===== src/rtl/mem_io_pkg.sv =====
// Shared constants for the memory/I-O controller: I/O page, register offsets
// and TCTRL bit positions.
package mem_io_pkg;

    localparam logic [5:0] IO_PAGE_DEF = 6'h3F;

    localparam logic [3:0] OFF_SW      = 4'h0;
    localparam logic [3:0] OFF_LED     = 4'h1;
    localparam logic [3:0] OFF_HEX     = 4'h2;
    localparam logic [3:0] OFF_BTN     = 4'h3;
    localparam logic [3:0] OFF_TCOUNT  = 4'h4;
    localparam logic [3:0] OFF_TCTRL   = 4'h5;
    localparam logic [3:0] OFF_TRELOAD = 4'h6;

    localparam int TCTRL_EN  = 0;
    localparam int TCTRL_AR  = 1;
    localparam int TCTRL_EXP = 2;

endpackage


===== src/rtl/io_timer.sv =====
// Down-counting timer with prescaler, optional autoreload and a sticky expired
// flag that drives the interrupt line.
module io_timer
    import mem_io_pkg::*;
#(
    parameter int PRESCALE = 50000,
    parameter int DATA_W   = 16
) (
    input  logic              clk,
    input  logic              reset,
    input  logic              wr_en,
    input  logic [3:0]        wr_off,
    input  logic [DATA_W-1:0] wdata,
    input  logic [3:0]        rd_off,
    output logic [DATA_W-1:0] rdata,
    output logic              irq
);

    localparam logic [15:0] PC_LAST = 16'(PRESCALE - 1);

    logic [15:0]       pc_q, pc_d;
    logic [DATA_W-1:0] tcount_q, tcount_d;
    logic [DATA_W-1:0] treload_q, treload_d;
    logic              en_q, en_d;
    logic              ar_q, ar_d;
    logic              expired_q, expired_d;
    logic              tick, expire, wr_cnt, wr_ctl, wr_rld;

    always_comb begin
        wr_cnt = wr_en && (wr_off == OFF_TCOUNT);
        wr_ctl = wr_en && (wr_off == OFF_TCTRL);
        wr_rld = wr_en && (wr_off == OFF_TRELOAD);
        tick   = en_q && (pc_q == PC_LAST);
        expire = tick && (tcount_q == '0);

        pc_d = '0;
        if (en_q && !tick)
            pc_d = pc_q + 16'd1;
        if (wr_ctl && !wdata[TCTRL_EN])
            pc_d = '0;

        tcount_d = tcount_q;
        if (tick) begin
            if (tcount_q != '0)
                tcount_d = tcount_q - 1'b1;
            else if (ar_q)
                tcount_d = treload_q;
        end
        // CPU write has priority over the tick update
        if (wr_cnt)
            tcount_d = wdata;

        treload_d = wr_rld ? wdata : treload_q;

        en_d      = en_q;
        ar_d      = ar_q;
        expired_d = expired_q;
        if (wr_ctl) begin
            en_d = wdata[TCTRL_EN];
            ar_d = wdata[TCTRL_AR];
            if (wdata[TCTRL_EXP])
                expired_d = 1'b0;
        end
        // Expiry lands after the W1C so a coincident clear cannot lose it
        if (expire) begin
            expired_d = 1'b1;
            if (!ar_q)
                en_d = 1'b0;
        end

        rdata = '0;
        case (rd_off)
            OFF_TCOUNT:  rdata = tcount_q;
            OFF_TRELOAD: rdata = treload_q;
            OFF_TCTRL: begin
                rdata[TCTRL_EN]  = en_q;
                rdata[TCTRL_AR]  = ar_q;
                rdata[TCTRL_EXP] = expired_q;
            end
            default:     rdata = '0;
        endcase
    end

    always_ff @(posedge clk or negedge reset) begin
        if (!reset) begin
            pc_q      <= '0;
            tcount_q  <= '0;
            treload_q <= '0;
            en_q      <= 1'b0;
            ar_q      <= 1'b0;
            expired_q <= 1'b0;
        end else begin
            pc_q      <= pc_d;
            tcount_q  <= tcount_d;
            treload_q <= treload_d;
            en_q      <= en_d;
            ar_q      <= ar_d;
            expired_q <= expired_d;
        end
    end

    assign irq = expired_q;

endmodule


===== src/rtl/mem_io_ctrl.sv =====
// External-memory-port controller: splits CPU accesses between block RAM and an
// on-chip I/O page, returning read data with the RAM's single-cycle latency.
module mem_io_ctrl
    import mem_io_pkg::*;
#(
    parameter int              ADDR_W   = 10,
    parameter int              DATA_W   = 16,
    parameter logic [ADDR_W-5:0] IO_PAGE = IO_PAGE_DEF,
    parameter int              PRESCALE = 50000
) (
    input  logic              clk,
    input  logic              reset,
    input  logic              cpu_we,
    input  logic [ADDR_W-1:0] cpu_addr,
    input  logic [DATA_W-1:0] cpu_wdata,
    output logic [DATA_W-1:0] cpu_rdata,
    output logic              ram_we,
    output logic [ADDR_W-1:0] ram_addr,
    output logic [DATA_W-1:0] ram_wdata,
    input  logic [DATA_W-1:0] ram_rdata,
    input  logic [9:0]        sw_in,
    input  logic [3:0]        btn_in,
    output logic [9:0]        led_out,
    output logic [DATA_W-1:0] hex_out,
    output logic              timer_irq
);

    logic [9:0]        sw_s1_q, sw_s1_d, sw_s2_q, sw_s2_d;
    logic [3:0]        btn_s1_q, btn_s1_d, btn_s2_q, btn_s2_d;
    logic [3:0]        btn_prev_q, btn_prev_d, evt_q, evt_d;
    logic [9:0]        led_q, led_d;
    logic [DATA_W-1:0] hex_q, hex_d;
    logic              sel_q, sel_d;
    logic [DATA_W-1:0] io_q, io_d;
    logic              io_hit, io_wr, btn_rd;
    logic [3:0]        off;
    logic [3:0]        btn_fall;
    logic [DATA_W-1:0] tmr_rdata;

    assign io_hit    = (cpu_addr[ADDR_W-1:4] == IO_PAGE);
    assign off       = cpu_addr[3:0];
    assign io_wr     = cpu_we && io_hit;
    assign btn_rd    = io_hit && !cpu_we && (off == OFF_BTN);
    assign ram_we    = cpu_we && !io_hit;
    assign ram_addr  = cpu_addr;
    assign ram_wdata = cpu_wdata;

    io_timer #(
        .PRESCALE (PRESCALE),
        .DATA_W   (DATA_W)
    ) u_timer (
        .clk    (clk),
        .reset  (reset),
        .wr_en  (io_wr),
        .wr_off (off),
        .wdata  (cpu_wdata),
        .rd_off (off),
        .rdata  (tmr_rdata),
        .irq    (timer_irq)
    );

    always_comb begin
        sw_s1_d    = sw_in;
        sw_s2_d    = sw_s1_q;
        btn_s1_d   = btn_in;
        btn_s2_d   = btn_s1_q;
        btn_prev_d = btn_s2_q;
        btn_fall   = btn_prev_q & ~btn_s2_q;

        // A read clears only what it returned; a new press in the same cycle survives
        evt_d = (btn_rd ? 4'b0000 : evt_q) | btn_fall;

        led_d = (io_wr && off == OFF_LED) ? cpu_wdata[9:0] : led_q;
        hex_d = (io_wr && off == OFF_HEX) ? cpu_wdata : hex_q;

        io_d = '0;
        case (off)
            OFF_SW:  io_d = DATA_W'(sw_s2_q);
            OFF_LED: io_d = DATA_W'(led_q);
            OFF_HEX: io_d = hex_q;
            OFF_BTN: io_d = DATA_W'(evt_q);
            default: io_d = tmr_rdata;
        endcase
        sel_d = io_hit;
    end

    always_ff @(posedge clk or negedge reset) begin
        if (!reset) begin
            sw_s1_q    <= '0;
            sw_s2_q    <= '0;
            btn_s1_q   <= '1;
            btn_s2_q   <= '1;
            btn_prev_q <= '1;
            evt_q      <= '0;
            led_q      <= '0;
            hex_q      <= '0;
            sel_q      <= 1'b0;
            io_q       <= '0;
        end else begin
            sw_s1_q    <= sw_s1_d;
            sw_s2_q    <= sw_s2_d;
            btn_s1_q   <= btn_s1_d;
            btn_s2_q   <= btn_s2_d;
            btn_prev_q <= btn_prev_d;
            evt_q      <= evt_d;
            led_q      <= led_d;
            hex_q      <= hex_d;
            sel_q      <= sel_d;
            io_q       <= io_d;
        end
    end

    assign cpu_rdata = sel_q ? io_q : ram_rdata;
    assign led_out   = led_q;
    assign hex_out   = hex_q;

endmodule


===== config.mk =====
export PLATFORM = sky130hd
export DESIGN_NAME = mem_io_ctrl
export DESIGN_NICKNAME = d
export VERILOG_FILES = /design/src/rtl/mem_io_pkg.sv /design/src/rtl/io_timer.sv /design/src/rtl/mem_io_ctrl.sv
export SDC_FILE = /design/constraint.sdc
export NUM_CORES = 1
export LEC_CHECK = 0
export CAP_MARGIN = 5
export CORE_ASPECT_RATIO = 1.1
export CORE_MARGIN = 2
export CORE_UTILIZATION = 48
export CTS_BUF_LIST = sky130_fd_sc_hd__clkbuf_4 sky130_fd_sc_hd__clkbuf_8
export DETAILED_ROUTE_END_ITERATION = 6
export PLACE_DENSITY = 0.91
export SLEW_MARGIN = 20
export SYNTH_ARGS = -nofsm -noshare
export SYNTH_HDL_FRONTEND = slang
export SYNTH_SLANG_ARGS = --single-unit
export TNS_END_PERCENT = 20

===== constraint.sdc =====
create_clock -name clk -period 2.3 [get_ports clk]
set_input_delay 0.345 -clock clk [delete_from_list [all_inputs] [get_ports clk]]
set_output_delay 0.345 -clock clk [all_outputs]
set_load 0.02 [all_outputs]

==> flow_summary.toml, run 1 <==
[synth]
synthArstFlopShare_pct = 100
yosysWarningCount = 0
synth_simple_gate_area_share_pct = 14.4
ys.flop_type = "dfrtp_1"
synth-compound-area-share_pct = 9.98
syn_nets = 615
syn_inst = 553
synthesis.area_um2 = 6210
synth_xor_area_share_pct = 2.68
avgSynthCellArea_um2 = 11.2
synth_seq_cells = 130
synth_enable_flop_cells = 0
synth_fa_ha_area_share_pct = 0.605
ys_seq_area_share_pct = 52.7
synth_top_family_by_area = "simple AND/OR/NAND/NOR gates"
ys_types = 57
synth_mux_area_share_pct = 13.4

[run_status]
status = "finished clean"

[power]
p_per_area_nw_per_um2 = 582
clock_power_share_pct = 40.7
p_switching_w = 0.00120
power.share.switching_pct = 24.7
p_comb_share_pct = 10.2
seq_power_share_pct = 49.0
p_leak_nw = 3.70
ir_drop_mv = 0.644
intPower_w = 0.00365

[timing]
fin_skew_ps = 11.9
hold_viol = 0
post-route-period-util_pct = 97.6
rsz0062_at_grt = "true"
final-setup-viol-count = 0
fin_ws_ps = 54.6
max_freq_ghz = 0.445
relSlewSlack_pct = 51.8
worstMarginPinSlew_ps = 724
timing.hold.ws_ps = 307
fin_setup_tns_ps = 0
report.final.slew_viol_count = 0
finalCriticalPeriod_ps = 2250

[global_route]
grtUsageMet3_pct = 5.29
met1_usage_pct = 29.7
grt_pass1_vias = 5206
grt_use_total_pct = 24.5
antenna_found_initial = 0
grt_busiest_layer = "met2"
gr-total-overflow = 0
grt_max_degree = 48
grt_util_met2_pct = 42.7
grt_first_pass_wirelength_um = 26500

[placement]
hpwl_um = 12000
gp_congestion = 0.900
place_ws_ps = -1.45
port_buffers = 128

[worst_setup_path]
critPathKind = "flop to flop"
arrival_ps = 2600
crit_path_end_kind = "flop"
worstSetupStartpointType = "flop"
required_ps = 2660
worstPathMaxFanout = 9

[detailed_routing]
ant_nets = 0
drt_wl_total_um = 16700
vias = 5122
drc = 0
via_per_inst = 5.81
firstDrtPassIters = 6
drt_iter0_drc = 521
wl_per_cell_um = 19.0

[clock_tree]
htreeDepth = 4
clkSlewWorstSetupHoldPaths_ps = 80
cts_tree = "done"
clockBufferDepth = 2
cts_buffers = 17
worstSkewPairLatency_ps = 440
clock_sinks = 130
root_buffer = "clkbuf_8"

[layout]
nFillCells = 908
drive_gt1_share_pct = 26.1
regArea_um2 = 3270
multi_input_comb_area_um2 = 2580
layout_commonest_cell = "clkdlybuf4s50_1"
nets = 773
diodes = 0
areaGrowthSynthToFinish_pct = 34.5
mostFrequentLayoutCells = "clkdlybuf4s50_1 (126), dfrtp_1 (117), buf_4 (61)"

[worst_hold_path]
hold_path_class = "input pin to flop"

[floorplanning]
dieArea_um2 = 13900
coreArea_um2 = 12600
initial_core_util_pct = 49.1
die_h_um = 123
fp.dieW_um = 112
ios = 129
rows = 43

[job]
max_cap_viol_count = 0
[stage by stage]
step | util, % | cell area [um2] | power (W) | cells
2_1_floorplan | - | 6210 | 0.00262 | 553
5_1_grt | 66.0 | 8350 | 0.00503 | 881
3_5_place_dp | 62.0 | 7840 | 0.00292 | 841
3_3_place_gp | 62.0 | 7840 | 0.00290 | 841
6_report | 66.0 | 8350 | 0.00486 | 881
4_1_cts | 65.4 | 8270 | 0.00488 | 876
[metal layers]
layer | share of wire (%) | routed length (um)
met3 | 6.6 | 1100
met2 | 52 | 8620
met1 | 39 | 6580
met5 | 0 | 0
met4 | 2.4 | 403
[final timing paths]
path                                  startpoint             endpoint  slack, ps  cells past startpoint
worst max-delay path            u_timer.pc_q[10]  u_timer.tcount_q[2]         50                      6
worst min-delay path                   btn_in[2]          btn_s1_q[2]        310                      1
worst max register to register  u_timer.pc_q[10]  u_timer.tcount_q[2]         50                      6
worst min register to register        sw_s1_q[2]           sw_s2_q[2]        350                      0
max in group asynchronous                  reset        btn_prev_q[3]       1110                      3
min in group asynchronous                  reset           sw_s1_q[6]        430                      2
[flip-flops by register name, summed over array words and instances, names as in the netlist]
name               cells
btn_prev_d             4
u_timer.irq            1
sel_q                  1
u_timer.tcount_q      16
u_timer.pc_q          16
u_timer.en_q           1
u_timer.treload_q     16
btn_s1_q               4
hex_out               16
sw_s1_q               10
io_q                  16
btn_prev_q             4
u_timer.ar_q           1
led_out               10
sw_s2_q               10
evt_q                  4
[Yosys cell counts (all sizes together) (7+ instances only)]
| library cell | number | area share [%] |
|---|---|---|
| clkbuf | 18 | 1.1 |
| nand3 | 14 | 1.1 |
| nor2 | 52 | 3.1 |
| buf | 37 | 4.2 |
| xor2 | 11 | 1.6 |
| o21ai | 17 | 1.4 |
| nand2 | 36 | 2.2 |
| dfrtp | 118 | 48 |
| a31oi | 7 | 0.71 |
| a21oi | 21 | 1.7 |
| and3 | 9 | 0.91 |
| xnor2 | 8 | 1.1 |
| nor3 | 12 | 0.97 |
| mux2 | 60 | 11 |
| a222oi | 12 | 1.9 |
| dfstp | 12 | 5.1 |
| inv | 17 | 1.0 |
| mux2i | 11 | 1.8 |
[what timing repair did]
item                                   in CTS  in global routing
endpoints found under the hold margin      32                  0
gates resized for setup                     2                  8
setup buffers                               2                  5
hold buffers                                1                  0
pin swaps                                   2                  5
setup endpoints to repair                  15                 10
[power by group through the flow]
| stage | registers [W] | logic [W] | clock network (W) |
|---|---|---|---|
| after floorplan | 0.00242 | 0.000194 | 0 |
| after global placement | 0.00242 | 0.000480 | 0 |
| after detailed placement | 0.00243 | 0.000493 | 0 |
| after CTS | 0.00238 | 0.000499 | 0.00200 |
| after global routing | 0.00239 | 0.000531 | 0.00211 |
| final | 0.00238 | 0.000497 | 0.00198 |
[worst max-delay path: stages, from the launching register on]
cell and delay [ps]:
dfrtp_1 410, or4_4 520, or4_4 450, o21bai_4 200, buf_6 170, a211o_1 240, a31oi_2 170
[final cells by class]
| type | count | area share (%) |
|---|---|---|
| clock buffers | 21 | 3.31 |
| clock inverters | 11 | 1.59 |
| inverters | 17 | 0.764 |
| multi-input cells | 351 | 30.9 |
| flip-flops and latches | 130 | 39.2 |
| well taps | 157 | 2.35 |
| repair buffers | 194 | 22.0 |
[kinds of logic (layout without fill, tap and decap cells)]
group                      count (synthesis)  after routing
AOI/OAI and AO/OA                         87             87
xor gates and xnor gates                  19             19
adders and majority gates                  3              3
buffers and inverters                     72            243
DFF                                      130            130
muxes                                     73             73
and+or+nand+nor                          169            169
(Power assumes the default switching activity.)
==> run 2: changes to the inputs <==
--- a/config.mk
+++ b/config.mk
@@ -11,6 +11,7 @@
 export CORE_UTILIZATION = 48
 export CTS_BUF_LIST = sky130_fd_sc_hd__clkbuf_4 sky130_fd_sc_hd__clkbuf_8
 export DETAILED_ROUTE_END_ITERATION = 6
+export MAX_ROUTING_LAYER = met4
 export PLACE_DENSITY = 0.91
 export SLEW_MARGIN = 20
 export SYNTH_ARGS = -nofsm -noshare
==> flow_summary.toml, run 2 (synthesis gave the netlist of run 1 again) <==
[run_status]
status = "finished clean"

[layout]
mostFrequentLayoutCells = "dfrtp_1 (117), clkdlybuf4s50_1 (115), mux2_2 (59)"
fin_area_um2 = 8340
nets = 765
diodes = 0
layout_commonest_cell = "dfrtp_1"
drive_gt1_share_pct = 25.4
postLayoutCoreUtil_pct = 66.0
areaGrowthSynthToFinish_pct = 34.4

[worst_setup_path]
critPathKind = "input pin to output pin"
worstPathMaxFanout = 8
crit_path_end_kind = "output pin"
arrival_ps = 1890
worstSetupStartpointType = "input pin"
required_ps = 1960
ff2ff_path_depth = 6

[global_route]
grt_pass1_vias = 5170
grt_max_degree = 59
grt_use_total_pct = 25.4
grt_first_pass_wirelength_um = 26400
antenna_found_initial = 0
gr-total-overflow = 0

[clock_tree]
clock_sinks = 130
cts_buffers = 17
worstSkewPairLatency_ps = 460
root_buffer = "clkbuf_8"
clockBufferDepth = 2
htreeDepth = 4
clkSlewWorstSetupHoldPaths_ps = 80
cts_tree = "done"

[floorplanning]
die_h_um = 123
ios = 129
dieArea_um2 = 13900
initial_core_util_pct = 49.1
fp.dieW_um = 112
rows = 43
coreArea_um2 = 12600

[detailed_routing]
drt_wl_total_um = 16300
via_per_inst = 5.74
vias = 5011
firstDrtPassIters = 7
drc = 0
ant_nets = 0
drt_iter0_drc = 373
wl_per_cell_um = 18.7

[power]
total_power_w = 0.00517
p_leak_nw = 3.71
p_per_area_nw_per_um2 = 620
ir_drop_mv = 0.462

[placement]
hpwl_um = 12000
place_ws_ps = -2.38
postPlaceCellArea_um2 = 7810
port_buffers = 128
gp_congestion = 0.905

[timing]
post-route-period-util_pct = 97.3
fin_skew_ps = 10.2
fin_ws_ps = 62.9
finalCriticalPeriod_ps = 2240
max_freq_ghz = 0.447
relSlewSlack_pct = 54.3
report.final.slew_viol_count = 0
final-setup-viol-count = 0
rsz0062_at_grt = "true"
hold_viol = 0
timing.hold.ws_ps = 290
worstMarginPinSlew_ps = 685

[worst_hold_path]
hold_depth = 1
hold_path_class = "input pin to flop"

[job]
max_cap_viol_count = 0
[run 2: cell types whose count changed in the layout (fill, tap and decap cells not counted), sizes merged]
cell           delta
buf               -8
bufinv            +3
clkdlybuf4s50    -11
clkinvlp          -3
dlygate4sd2      +11
[run 2: power by group]
group	total, W	switching (W)	internal [W]
clock	0.00231	0.000913	0.00140
sequential	0.00238	0.0000324	0.00235
combinational	0.000481	0.000239	0.000242
total	0.00517	0.00118	0.00399
[run 2: path summary, 6_finish.rpt]
path	slack, ps	startpoint	endpoint
setup / recovery	60	cpu_addr[1]	ram_addr[1]
hold / removal	290	btn_in[3]	btn_s1_q[3]
setup reg to reg	80	u_timer.pc_q[13]	u_timer.tcount_q[2]
hold reg to reg	350	sw_s1_q[7]	sw_s2_q[7]
max in group asynchronous	1120	reset	btn_prev_q[1]
min in group asynchronous	420	reset	sw_s2_q[7]
[run 2: area by class of cell]
class	instances	area [um2]
clock buffer	21	283
clock inverter	11	200
fill	892	4300
inverter	17	63.8
multi-input combinational	351	2580
sequential	130	3270
tap	157	196
timing repair buffer	186	1750
[run 2: metrics by stage]
step / cells / TNS [ps]
floorplan: 553 / 0
global placement: 838 / 0
detailed placement: 838 / -2.38
CTS: 871 / 0
global route: 873 / -5.82
finish: 873 / 0
[run 2: repair_timing]
item | in CTS | in global routing
gates resized for setup | 13 | 7
hold buffers | 1 | 0
cloned | 0 | 1
setup endpoints to repair | 12 | 11
pin swaps | 0 | 3
hold endpoints to repair | 38 | 0
setup buffers | 0 | 1
[run 2: metal layers]
layer	global-route usage, %	wire length (um)	up-vias
met2	43.9	8580	199
met4	8.69	308	0
met1	29.6	6550	2511
met3	5.64	875	29
li1	-	-	2272
met5	-	0	-
[run 2: critical path: stages]
cell	delay (ps)
clkdlybuf4s50_1	640
buf_4	270
clkdlybuf4s50_1	630
